**src/rtl/ls_pkg.sv**
```systemverilog
// Shared definitions for the load/store sequencer.
// Holds the op encodings, the sequencer state encoding, lane widths for
// sub-word accesses and the load zero-extension helper.
package ls_pkg;

  localparam logic [2:0] OP_LW = 3'd0;
  localparam logic [2:0] OP_LH = 3'd1;
  localparam logic [2:0] OP_LB = 3'd2;
  localparam logic [2:0] OP_SW = 3'd4;
  localparam logic [2:0] OP_SH = 3'd5;
  localparam logic [2:0] OP_SB = 3'd6;

  localparam int unsigned LANE_HALF = 16;
  localparam int unsigned LANE_BYTE = 8;

  // Wide enough for MEM_LAT-1 with MEM_LAT up to 3.
  localparam int unsigned CNT_W = 2;

  typedef enum logic [1:0] {
    IDLE    = 2'd0,
    RD_WAIT = 2'd1,
    WRITE   = 2'd2,
    FINISH  = 2'd3
  } state_e;

  // Zero-extend the low-order lane of a fetched word for a load op.
  function automatic logic [31:0] load_extend(input logic [2:0] op, input logic [31:0] word);
    logic [31:0] res;
    res = word;
    if (op == OP_LH) begin
      res = {{(32 - LANE_HALF){1'b0}}, word[LANE_HALF-1:0]};
    end else if (op == OP_LB) begin
      res = {{(32 - LANE_BYTE){1'b0}}, word[LANE_BYTE-1:0]};
    end
    return res;
  endfunction

endpackage

```
**src/rtl/store_lane_merge.sv**
```systemverilog
// Store lane merge: builds the word written to memory.
// Full-word stores pass store_data through; sub-word stores keep the upper
// bits of the previously read word (mdr) and replace the low-order lane.
// Ports:
//   op         - latched opcode
//   mdr        - word read during the read-modify-write
//   store_data - register value being stored
//   mem_wdata  - merged write word
module store_lane_merge
  import ls_pkg::*;
(
  input  logic [2:0]  op,
  input  logic [31:0] mdr,
  input  logic [31:0] store_data,
  output logic [31:0] mem_wdata
);

  always_comb begin
    mem_wdata = store_data;
    if (op == OP_SH) begin
      mem_wdata = {mdr[31:LANE_HALF], store_data[LANE_HALF-1:0]};
    end else if (op == OP_SB) begin
      mem_wdata = {mdr[31:LANE_BYTE], store_data[LANE_BYTE-1:0]};
    end
  end

endmodule

```
**src/rtl/load_store_sequencer.sv**
```systemverilog
// Multicycle load/store sequencer (LW/LH/LB/SW/SH/SB).
// Drives the shared memory port, owns the memory data register and performs
// read-modify-write for sub-word stores. All outputs decode from registers.
// Ports:
//   clk, reset           - clock, synchronous active-high reset
//   start, op, addr      - request (sampled only while idle)
//   store_data           - value to store
//   mem_rdata            - memory read data
//   mem_addr/wr/wdata    - memory port (zero outside RD_WAIT/WRITE)
//   mdr                  - raw last word read
//   load_data            - zero-extended result of the last completed load
//   busy, done, err      - status; done/err are one-cycle pulses
module load_store_sequencer
  import ls_pkg::*;
#(
  parameter int unsigned MEM_LAT = 1
) (
  input  logic        clk,
  input  logic        reset,
  input  logic        start,
  input  logic [2:0]  op,
  input  logic [31:0] addr,
  input  logic [31:0] store_data,
  input  logic [31:0] mem_rdata,
  output logic [31:0] mem_addr,
  output logic        mem_wr,
  output logic [31:0] mem_wdata,
  output logic [31:0] mdr,
  output logic [31:0] load_data,
  output logic        busy,
  output logic        done,
  output logic        err
);

  localparam logic [CNT_W-1:0] CntInit = CNT_W'(MEM_LAT - 1);

  state_e           state_q, state_d;
  logic [CNT_W-1:0] cnt_q, cnt_d;
  logic [2:0]       op_q, op_d;
  logic [31:2]      waddr_q, waddr_d;
  logic [31:0]      sdata_q, sdata_d;
  logic             errp_q, errp_d;
  logic [31:0]      mdr_q, mdr_d;
  logic [31:0]      ld_q, ld_d;
  logic [31:0]      merged;
  logic             req_bad;

  // Illegal opcode (x11) or misaligned word/half access.
  always_comb begin
    req_bad = 1'b0;
    if (op[1:0] == 2'b11) begin
      req_bad = 1'b1;
    end else if (op[1:0] == 2'b00) begin
      req_bad = (addr[1:0] != 2'b00);
    end else if (op[1:0] == 2'b01) begin
      req_bad = addr[0];
    end
  end

  always_ff @(posedge clk) begin
    if (reset) begin
      state_q <= IDLE;
      cnt_q   <= '0;
      op_q    <= '0;
      waddr_q <= '0;
      sdata_q <= '0;
      errp_q  <= 1'b0;
      mdr_q   <= '0;
      ld_q    <= '0;
    end else begin
      state_q <= state_d;
      cnt_q   <= cnt_d;
      op_q    <= op_d;
      waddr_q <= waddr_d;
      sdata_q <= sdata_d;
      errp_q  <= errp_d;
      mdr_q   <= mdr_d;
      ld_q    <= ld_d;
    end
  end

  always_comb begin
    state_d = state_q;
    cnt_d   = cnt_q;
    op_d    = op_q;
    waddr_d = waddr_q;
    sdata_d = sdata_q;
    errp_d  = errp_q;
    mdr_d   = mdr_q;
    ld_d    = ld_q;
    unique case (state_q)
      IDLE: begin
        if (start) begin
          op_d    = op;
          waddr_d = addr[31:2];
          sdata_d = store_data;
          errp_d  = req_bad;
          cnt_d   = CntInit;
          if (req_bad) begin
            state_d = FINISH;
          end else if (op == OP_SW) begin
            state_d = WRITE;
          end else begin
            state_d = RD_WAIT;
          end
        end
      end
      RD_WAIT: begin
        if (cnt_q == '0) begin
          mdr_d = mem_rdata;
          // op[2] set means a store; only loads update load_data.
          if (!op_q[2]) begin
            ld_d    = load_extend(op_q, mem_rdata);
            state_d = FINISH;
          end else begin
            state_d = WRITE;
          end
        end else begin
          cnt_d = cnt_q - 1'b1;
        end
      end
      WRITE: begin
        state_d = FINISH;
      end
      FINISH: begin
        errp_d  = 1'b0;
        state_d = IDLE;
      end
      default: begin
        state_d = IDLE;
      end
    endcase
  end

  store_lane_merge u_merge (
    .op        (op_q),
    .mdr       (mdr_q),
    .store_data(sdata_q),
    .mem_wdata (merged)
  );

  always_comb begin
    busy      = (state_q != IDLE);
    done      = (state_q == FINISH);
    err       = (state_q == FINISH) && errp_q;
    mem_wr    = (state_q == WRITE);
    mem_addr  = '0;
    mem_wdata = '0;
    if (state_q == RD_WAIT || state_q == WRITE) begin
      mem_addr = {waddr_q, 2'b00};
    end
    if (state_q == WRITE) begin
      mem_wdata = merged;
    end
    mdr       = mdr_q;
    load_data = ld_q;
  end

endmodule
```
**config.mk**
```make
export PLATFORM = sky130hd
export DESIGN_NAME = load_store_sequencer
export DESIGN_NICKNAME = d
export VERILOG_FILES = /design/src/rtl/ls_pkg.sv /design/src/rtl/store_lane_merge.sv /design/src/rtl/load_store_sequencer.sv
export SDC_FILE = /design/constraint.sdc
export NUM_CORES = 1
export LEC_CHECK = 0
export ABC_AREA = 1
export BUFFER_PORTS_ARGS = -buffer_cell sky130_fd_sc_hd__buf_4
export CAP_MARGIN = 20
export CORE_MARGIN = 4
export CORE_UTILIZATION = 44
export CTS_CLUSTER_DIAMETER = 200
export DETAILED_ROUTE_END_ITERATION = 8
export GPL_ROUTABILITY_DRIVEN = 0
export GPL_TIMING_DRIVEN = 1
export PLACE_DENSITY = 0.78
export SLEW_MARGIN = 20
export SYNTH_ARGS = -nofsm -noshare
export SYNTH_HDL_FRONTEND = slang
export SYNTH_SLANG_ARGS = --single-unit
```
**constraint.sdc**
```tcl
create_clock -name clk -period 1.4 [get_ports clk]
set_input_delay 0.07 -clock clk [delete_from_list [all_inputs] [get_ports clk]]
set_output_delay 0.07 -clock clk [all_outputs]
set_load 0.02 [all_outputs]
```
==> impl_results.html, run 1 <==
<table>
<tr><th>Metric</th><th>Value</th></tr>
<tr><th colspan="2">Setup path</th></tr>
<tr><td>Element type at the critical path end</td><td>output port</td></tr>
<tr><td>Critical path launch point type</td><td>register</td></tr>
<tr><td>CP max FO</td><td>8</td></tr>
<tr><td>WP data arrival</td><td>1.64 ns</td></tr>
<tr><td>Worst-path cell chain</td><td>inv_6 -&gt; ha_4 -&gt; buf_8 -&gt; clkinvlp_4 -&gt; a21oi_2 -&gt; buf_6</td></tr>
<tr><td>Critical-path top delay cell</td><td>dfxtp_4</td></tr>
<tr><td>Delay of the slowest cell on the worst path</td><td>0.36 ns</td></tr>
<tr><td>Crit path required time</td><td>1.33 ns</td></tr>
<tr><td>Crit path kind</td><td>reg -&gt; out</td></tr>
<tr><th colspan="2">Finish</th></tr>
<tr><td>Most used cells in the layout excluding fill and tap cells</td><td>229 x buf_4, 195 x nor2_1, 129 x dfxtp_1</td></tr>
<tr><td>Most common library cell in the layout ignoring fill and taps</td><td>buf_4</td></tr>
<tr><td>Net count, final</td><td>1241</td></tr>
<tr><td>Number of fill cells in the layout</td><td>830</td></tr>
<tr><td>Number of inserted diodes</td><td>0</td></tr>
<tr><td>Number of non-filler instances in the completed layout</td><td>1317</td></tr>
<tr><td>Area growth from synthesis to layout</td><td>73.7%</td></tr>
<tr><td>Ratio of cells with drive above 1 in the final layout</td><td>33.0%</td></tr>
<tr><th colspan="2">Synth</th></tr>
<tr><td>Synth Warn #</td><td>0</td></tr>
<tr><td>Post-Syn Area</td><td>5680 um2</td></tr>
<tr><td>Most used flip-flop cell after synthesis</td><td>dfxtp_1</td></tr>
<tr><td>Number of enable flip-flop cells after synthesis</td><td>0</td></tr>
<tr><td>Synth Area per Inst</td><td>7.21 um2</td></tr>
<tr><td>Fraction of registers with async set or reset after synthesis</td><td>0%</td></tr>
<tr><td>Number of distinct standard cells referenced by the synthesized netlist</td><td>23</td></tr>
<tr><td>Flip-flop and latch count after synthesis</td><td>134</td></tr>
<tr><td>Post-synthesis cell count</td><td>787</td></tr>
<tr><td>Sequential element share of the synthesized area</td><td>47.3%</td></tr>
<tr><th colspan="2">Place</th></tr>
<tr><td>Count of placed standard cells including taps</td><td>1164</td></tr>
<tr><td>Total half-perimeter wirelength after legalization and detailed placement</td><td>12.0 mm</td></tr>
<tr><td>Port-buffer cells</td><td>231</td></tr>
<tr><th colspan="2">Floorplanning</th></tr>
<tr><td>Initial cell density of the core</td><td>45.0%</td></tr>
<tr><td>Die extent in y</td><td>122 um</td></tr>
<tr><td>I/O pin cnt</td><td>234</td></tr>
<tr><td>Site Rows</td><td>41</td></tr>
<tr><td>Overall die width</td><td>122 um</td></tr>
<tr><td>Core Area</td><td>12600 um2</td></tr>
<tr><td>Die Area</td><td>14800 um2</td></tr>
<tr><th colspan="2">STA</th></tr>
<tr><td>Setup tns final</td><td>-18.09 ns</td></tr>
<tr><td>Setup repair after global routing missed its margin</td><td>yes</td></tr>
<tr><td>Final count of hold timing violations</td><td>0</td></tr>
<tr><td>Minimum clock period after layout</td><td>1.71 ns</td></tr>
<tr><td>Final worst clock skew</td><td>0.0123 ns</td></tr>
<tr><td>Post-layout worst setup margin</td><td>-0.308 ns</td></tr>
<tr><td>Max Clock Freq</td><td>585 MHz</td></tr>
<tr><td>Period utilization</td><td>122%</td></tr>
<tr><td>Number of pins exceeding their max-slew limit in the final report</td><td>0</td></tr>
<tr><td>Count of endpoints failing setup in the final report</td><td>99</td></tr>
<tr><th colspan="2">Clock tree</th></tr>
<tr><td>Clock insertion delay at the later pin of the skew report</td><td>0.42 ns</td></tr>
<tr><td>Number of levels the H-tree was split into</td><td>4</td></tr>
<tr><td>Clk root buf</td><td>clkbuf_16</td></tr>
<tr><td>Clock tree from TritonCTS</td><td>built</td></tr>
<tr><td>Buffers from clock root to sink, at most</td><td>2</td></tr>
<tr><td>Clk pin slew, worst setup/hold paths</td><td>0.06 ns</td></tr>
<tr><td>CTS sink cnt</td><td>134</td></tr>
<tr><td>Inserted Clock Buffers</td><td>17</td></tr>
<tr><th colspan="2">Route</th></tr>
<tr><td>Avg WL per Cell</td><td>15.8 um</td></tr>
<tr><td>Antenna Nets Post-Route</td><td>0</td></tr>
<tr><td>First drt pass iteration count</td><td>8</td></tr>
<tr><td>Via Count</td><td>6635</td></tr>
<tr><td>Post-detailed-route via-to-cell ratio</td><td>5.04</td></tr>
<tr><td>Total length of routed wires</td><td>20.8 mm</td></tr>
<tr><td>Number of violations reported at the end of detailed-routing iteration 0</td><td>436</td></tr>
<tr><td>DRC violation count after routing</td><td>0</td></tr>
<tr><th colspan="2">Global route</th></tr>
<tr><td>Global-route wire length before repair</td><td>31.3 mm</td></tr>
<tr><td>Largest net degree at the start of global routing</td><td>56</td></tr>
<tr><td>Via count of the first global-routing pass</td><td>6438</td></tr>
<tr><td>Total GRT Usage</td><td>26.5%</td></tr>
<tr><td>Number of antenna violations at the first check in global routing</td><td>0</td></tr>
<tr><td>Total overflow reported by the global router</td><td>0</td></tr>
<tr><th colspan="2">Outcome</th></tr>
<tr><td>Status</td><td>finished, violations left</td></tr>
<tr><td>Violations in the final reports</td><td>setup timing</td></tr>
<tr><th colspan="2">Power and ir drop</th></tr>
<tr><td>Static power due to leakage</td><td>4.86 nW</td></tr>
<tr><td>Power Dens Cells</td><td>2040 nW/um2</td></tr>
<tr><td>Total chip power</td><td>0.0201 W</td></tr>
<tr><td>Max VDD drop</td><td>1.24 mV</td></tr>
<tr><th colspan="2">Run</th></tr>
<tr><td>Max-capacitance violation count</td><td>0</td></tr>
<tr><th colspan="2">Min path</th></tr>
<tr><td>Hold Crit Class</td><td>in -&gt; reg</td></tr>
</table>
per-layer routing:
layer | vias up | GRT usage [%] | wire, um
li1 | 3189 | - | -
met1 | 3078 | 29.0 | 7850
met2 | 305 | 47.6 | 10800
met3 | 63 | 7.20 | 1450
met4 | 0 | 11.9 | 714
met5 | - | 0 | 0
final timing paths:
kind	from	endpoint	slack (ns)	cells after the start
worst max-delay path	state_q[0]$_SDFFE_PP0P_	mem_wdata[14]	-0.31	6
worst min-delay path	start	errp_q$_SDFFE_PP0P_	0.05	4
worst max register to register	state_q[0]$_SDFFE_PP0P_	cnt_q[1]$_SDFFE_PP0P_	-0.14	7
worst min register to register	load_data[12]$_SDFFE_PP0P_	load_data[12]$_SDFFE_PP0P_	0.47	2
synth_stat cells, types with 2 or more instances:
| cell | count | area share, % |
|---|---|---|
| nand2_4 | 4 | 0.79 |
| nor2_1 | 212 | 14 |
| inv_1 | 84 | 5.6 |
| o21ai_0 | 127 | 11 |
| buf_4 | 10 | 1.3 |
| buf_2 | 15 | 1.3 |
| inv_2 | 5 | 0.33 |
| buf_6 | 4 | 0.79 |
| dfxtp_1 | 134 | 47 |
| a21oi_1 | 40 | 3.5 |
| o21ai_2 | 3 | 0.46 |
| nand2_2 | 2 | 0.22 |
| o21ai_1 | 18 | 1.6 |
| ha_1 | 6 | 1.3 |
| clkbuf_1 | 21 | 1.4 |
| nand3_1 | 13 | 1.1 |
| o211ai_1 | 17 | 2.2 |
| or2_2 | 2 | 0.22 |
| nand2_1 | 66 | 4.4 |
registers in the layout (all words and copies together) (netlist names):
name / cells
load_data: 32
mdr: 32
sdata_q: 32
waddr_q: 30
op_q: 3
cnt_q: 2
state_q: 2
errp_q: 1
worst max-delay path: cells and delay by family (launching register included):
kind | cells | cell delay [ns]
AO/OA/AOI/OAI | 1 | 0.21
flip-flops | 1 | 0.36
buffers and inverters | 4 | 0.50
adder cells (fa/ha/maj) | 1 | 0.16
per-stage QoR:
stage / area, um2 / hold slack, ns / setup slack, ns / utilization [%]
after floorplan: 5690 / 0.139 / 0.0309 / -
after global placement: 7630 / 0.304 / 0.0493 / 60.4
after detailed placement: 7630 / 0.311 / -0.0323 / 60.4
after CTS: 9490 / 0.0630 / -0.293 / 75.2
after global routing: 9860 / 0.0681 / -0.359 / 78.1
final: 9860 / 0.0517 / -0.308 / 78.1
power breakdown:
| group | internal, W | total, W | switching (W) |
|---|---|---|---|
| Sequential | 0.00518 | 0.00614 | 0.000967 |
| Combinational | 0.00428 | 0.00969 | 0.00541 |
| Clock | 0.00270 | 0.00424 | 0.00154 |
logic make-up after synthesis:
kind of cell | share of synthesized area (%)
other | 0.0661
DFF | 47.3
buffers and inverters | 11.2
adders and majority gates | 1.32
and+or+nand+nor | 21.1
AOI/OAI and AO/OA | 19.0
what timing repair did:
| item | CTS | global route |
|---|---|---|
| setup endpoints to repair | 142 | 185 |
| gates cloned | 2 | 5 |
| buffers inserted | 10 | 7 |
| endpoints found under the hold margin | 115 | 0 |
| pin swaps | 10 | 16 |
| resized for setup | 67 | 66 |
| hold buffers | 98 | 0 |
cell type report:
cell class	count	area (um2)	area share, %
Timing Repair inverter	1	6.26	0.0634
Multi-Input combinational cell	513	2590	26.3
Sequential cell	134	2690	27.3
Clock buffer	27	483	4.90
Clock inverter	4	70.1	0.710
Timing Repair Buffer	376	3440	34.9
Tap cell	172	215	2.18
Inverter	90	358	3.63
Note: power is estimated with default switching activity, not from simulation.
==> run 2: changes to the inputs <==
Settings changed: CORE_MARGIN 4 to 8, GPL_TIMING_DRIVEN 1 to 0.
==> run 2 against run 1 <==
Effect of this change: the flow still finishes with violations (setup timing); sequential share of layout area fell by 2.4 points; setup slack got worse by 0.023 ns; core utilization rose by 7.7 points; cell count rose by 3.3%.
==> impl_results.html, run 2 (synthesis results as in run 1) <==
<table>
<tr><th>Metric</th><th>Value</th></tr>
<tr><th colspan="2">STA</th></tr>
<tr><td>Max Clock Freq</td><td>577 MHz (-1.4%)</td></tr>
<tr><td>Final worst clock skew</td><td>0.00860 ns (-0.00374 ns)</td></tr>
<tr><td>Count of endpoints failing setup in the final report</td><td>135 (+36%)</td></tr>
<tr><td>Minimum clock period after layout</td><td>1.73 ns (+0.0235 ns)</td></tr>
<tr><td>Post-layout worst setup margin</td><td>-0.332 ns (-0.0235 ns)</td></tr>
<tr><td>Setup repair after global routing missed its margin</td><td>yes</td></tr>
<tr><td>Number of pins exceeding their max-slew limit in the final report</td><td>0 (unchanged)</td></tr>
<tr><td>Period utilization</td><td>124% (+1.7 points)</td></tr>
<tr><td>Final count of hold timing violations</td><td>0 (unchanged)</td></tr>
<tr><th colspan="2">Clock tree</th></tr>
<tr><td>Clk root buf</td><td>clkbuf_16</td></tr>
<tr><td>Buffers from clock root to sink, at most</td><td>2 (unchanged)</td></tr>
<tr><td>Number of levels the H-tree was split into</td><td>4 (unchanged)</td></tr>
<tr><td>Clk pin slew, worst setup/hold paths</td><td>0.06 ns (about the same)</td></tr>
<tr><td>Clock tree from TritonCTS</td><td>built</td></tr>
<tr><td>Inserted Clock Buffers</td><td>17 (unchanged)</td></tr>
<tr><td>Clock insertion delay at the later pin of the skew report</td><td>0.42 ns (about the same)</td></tr>
<tr><td>CTS sink cnt</td><td>134 (unchanged)</td></tr>
<tr><th colspan="2">Min path</th></tr>
<tr><td>Cell depth of the worst hold path</td><td>5 (+1)</td></tr>
<tr><td>Hold Crit Endpoint</td><td>state_q[0]$_SDFFE_PP0P_</td></tr>
<tr><td>Hold Crit Class</td><td>in -&gt; reg</td></tr>
<tr><td>Hold path start</td><td>addr[0]</td></tr>
<tr><th colspan="2">Setup path</th></tr>
<tr><td>Depth of the most critical reg-to-reg path</td><td>10 (+3)</td></tr>
<tr><td>Total stage count of the critical path</td><td>10 (+4)</td></tr>
<tr><td>Element type at the critical path end</td><td>output port</td></tr>
<tr><td>Capturing point of the worst reg2reg path</td><td>cnt_q[1]$_SDFFE_PP0P_</td></tr>
<tr><td>Critical path launch point type</td><td>register</td></tr>
<tr><td>Crit path from</td><td>op_q[1]$_SDFFE_PP0P_</td></tr>
<tr><td>Critical-path top delay cell</td><td>dfxtp_4</td></tr>
<tr><td>Crit path kind</td><td>reg -&gt; out</td></tr>
<tr><td>Worst-path cell chain</td><td>inv_4 -&gt; nand2_4 -&gt; nand2_8 -&gt; nand2_8 -&gt; inv_8 -&gt; buf_6 -&gt; buf_6 -&gt; o21ai_2 -&gt; nor2_1 -&gt; buf_4</td></tr>
<tr><td>Crit path required time</td><td>1.33 ns (about the same)</td></tr>
<tr><td>Delay of the slowest cell on the worst path</td><td>0.39 ns (+0.03 ns)</td></tr>
<tr><td>WP data arrival</td><td>1.66 ns (+0.02 ns)</td></tr>
<tr><td>CP top delay family</td><td>buffers and inverters</td></tr>
<tr><td>Reg-to-reg slack, setup</td><td>-0.24 ns (-0.10 ns)</td></tr>
<tr><td>FF-to-FF Start</td><td>state_q[1]$_SDFFE_PP0P_</td></tr>
<tr><td>Crit path buffers/inverters</td><td>5 (+1)</td></tr>
<tr><td>CP max FO</td><td>4 (-4)</td></tr>
<tr><th colspan="2">Place</th></tr>
<tr><td>Port-buffer cells</td><td>231 (unchanged)</td></tr>
<tr><td>Total half-perimeter wirelength after legalization and detailed placement</td><td>14.1 mm (+18%)</td></tr>
<tr><td>Pre-CTS setup slack</td><td>-0.382 ns (-0.350 ns)</td></tr>
<tr><th colspan="2">Route</th></tr>
<tr><td>First drt pass iteration count</td><td>6 (-2)</td></tr>
<tr><td>Avg WL per Cell</td><td>19.4 um (+23%)</td></tr>
<tr><td>DRC violation count after routing</td><td>0 (unchanged)</td></tr>
<tr><td>Total length of routed wires</td><td>26.4 mm (+27%)</td></tr>
<tr><td>Number of violations reported at the end of detailed-routing iteration 0</td><td>473 (+8.5%)</td></tr>
<tr><td>Via Count</td><td>7198 (+8.5%)</td></tr>
<tr><td>Post-detailed-route via-to-cell ratio</td><td>5.29 (+5.0%)</td></tr>
<tr><td>Antenna Nets Post-Route</td><td>0 (unchanged)</td></tr>
<tr><th colspan="2">Floorplanning</th></tr>
<tr><td>Core Area</td><td>12600 um2 (unchanged)</td></tr>
<tr><td>I/O pin cnt</td><td>234 (unchanged)</td></tr>
<tr><td>Site Rows</td><td>41 (unchanged)</td></tr>
<tr><td>Die extent in y</td><td>130 um (+6.6%)</td></tr>
<tr><td>Die Area</td><td>16800 um2 (+14%)</td></tr>
<tr><td>Overall die width</td><td>130 um (+6.6%)</td></tr>
<tr><td>Initial cell density of the core</td><td>45.0% (unchanged)</td></tr>
<tr><th colspan="2">Power and ir drop</th></tr>
<tr><td>Power Dens Cells</td><td>2180 nW/um2 (+7.0%)</td></tr>
<tr><td>Max VDD drop</td><td>1.58 mV (+28%)</td></tr>
<tr><td>Total chip power</td><td>0.0236 W (+17%)</td></tr>
<tr><td>Static power due to leakage</td><td>5.38 nW (+11%)</td></tr>
<tr><th colspan="2">Finish</th></tr>
<tr><td>Area growth from synthesis to layout</td><td>90.9%</td></tr>
<tr><td>Most used cells in the layout excluding fill and tap cells</td><td>199 x buf_4, 177 x nor2_1, 129 x dfxtp_1</td></tr>
<tr><td>Register area</td><td>2700 um2 (+0.28%)</td></tr>
<tr><td>Area taken by multi-input logic gates</td><td>3010 um2 (+16%)</td></tr>
<tr><td>Most common library cell in the layout ignoring fill and taps</td><td>buf_4</td></tr>
<tr><td>Net count, final</td><td>1282 (+3.3%)</td></tr>
<tr><td>Ratio of cells with drive above 1 in the final layout</td><td>46.0% (+13 points)</td></tr>
<tr><td>Number of fill cells in the layout</td><td>641 (-23%)</td></tr>
<tr><th colspan="2">Global route</th></tr>
<tr><td>Via count of the first global-routing pass</td><td>6972 (+8.3%)</td></tr>
<tr><td>Largest net degree at the start of global routing</td><td>17 (-70%)</td></tr>
<tr><td>Total overflow reported by the global router</td><td>0 (unchanged)</td></tr>
<tr><td>Number of antenna violations at the first check in global routing</td><td>1 (+1)</td></tr>
<tr><td>Global-route wire length before repair</td><td>35.5 mm (+14%)</td></tr>
<tr><td>Total GRT Usage</td><td>27.2% (+0.75 points)</td></tr>
<tr><th colspan="2">Outcome</th></tr>
<tr><td>Violations in the final reports</td><td>setup timing</td></tr>
<tr><td>Status</td><td>finished, violations left</td></tr>
<tr><th colspan="2">Run</th></tr>
<tr><td>Max-capacitance violation count</td><td>0 (unchanged)</td></tr>
</table>
run 2: changes by cell type in the layout (fill, tap and decap cells not counted), sizes merged:
cell      delta
buf         +29
clkbuf       +6
bufinv       +3
clkinv       +3
clkinvlp     +2
diode        +2
bufbuf       -1
run 2: cell type report:
class	count	area share, %
diodes	2	0.0462
inverters	90	3.38
clock buffers	19	4.18
flip-flops and latches	134	24.9
multi-input cells	513	27.8
well taps	172	1.99
repair buffers	368	31.3
plain buffers	50	4.52
clock inverters	13	1.87
run 2: worst max-delay path by stage:
stage	to	slack, ns
finish	mem_wdata[31]	-0.33
global route	mem_wdata[31]	-0.39
CTS	mem_wdata[31]	-0.34
detailed placement	waddr_q[9]$_SDFFE_PP0P_	-0.38
global placement	waddr_q[27]$_SDFFE_PP0P_	-0.37
floorplan	mdr[12]$_SDFFE_PP0P_	0.03
run 2: tightest hold or removal path: stages:
cell and delay [ns]:
buf_4 0.09, nor2_1 0.04, nand2_1 0.09, o21ai_1 0.07
a21oi_1 0.17
run 2: stage by stage:
| step | cells | hold WS, ns | instance area [um2] | setup TNS (ns) | util, % |
|---|---|---|---|---|---|
| floorplan | 788 | 0.139 | 5690 | 0 | - |
| global placement | 1191 | 0.303 | 7640 | -22.30 | 60.6 |
| detailed placement | 1191 | 0.314 | 7640 | -25.94 | 60.6 |
| CTS | 1346 | 0.0964 | 10100 | -16.96 | 80.2 |
| global route | 1360 | 0.193 | 10800 | -33.28 | 85.8 |
| finish | 1361 | 0.164 | 10800 | -27.16 | 85.9 |
run 2: where the power goes:
part | switching [W] | leakage [nW] | internal, W
combinational | 0.00679 | 3.95 | 0.00546
sequential | 0.00117 | 1.11 | 0.00519
clock | 0.00174 | 0.319 | 0.00325
total | 0.00970 | 5.38 | 0.0139
run 2: timing repair:
action	CTS	global route
gates cloned	6	3
hold buffers	98	0
endpoints found under the hold margin	115	0
pin swaps	48	24
setup buffers	19	11
gates resized for setup	227	227
setup endpoints to repair	193	189
run 2: layer usage:
layer | wire length [um] | global-route usage, %
met1 | 9400 | 28.9
met2 | 13600 | 48.3
met3 | 2160 | 8.05
met4 | 1170 | 13.3
met5 | 0 | 0
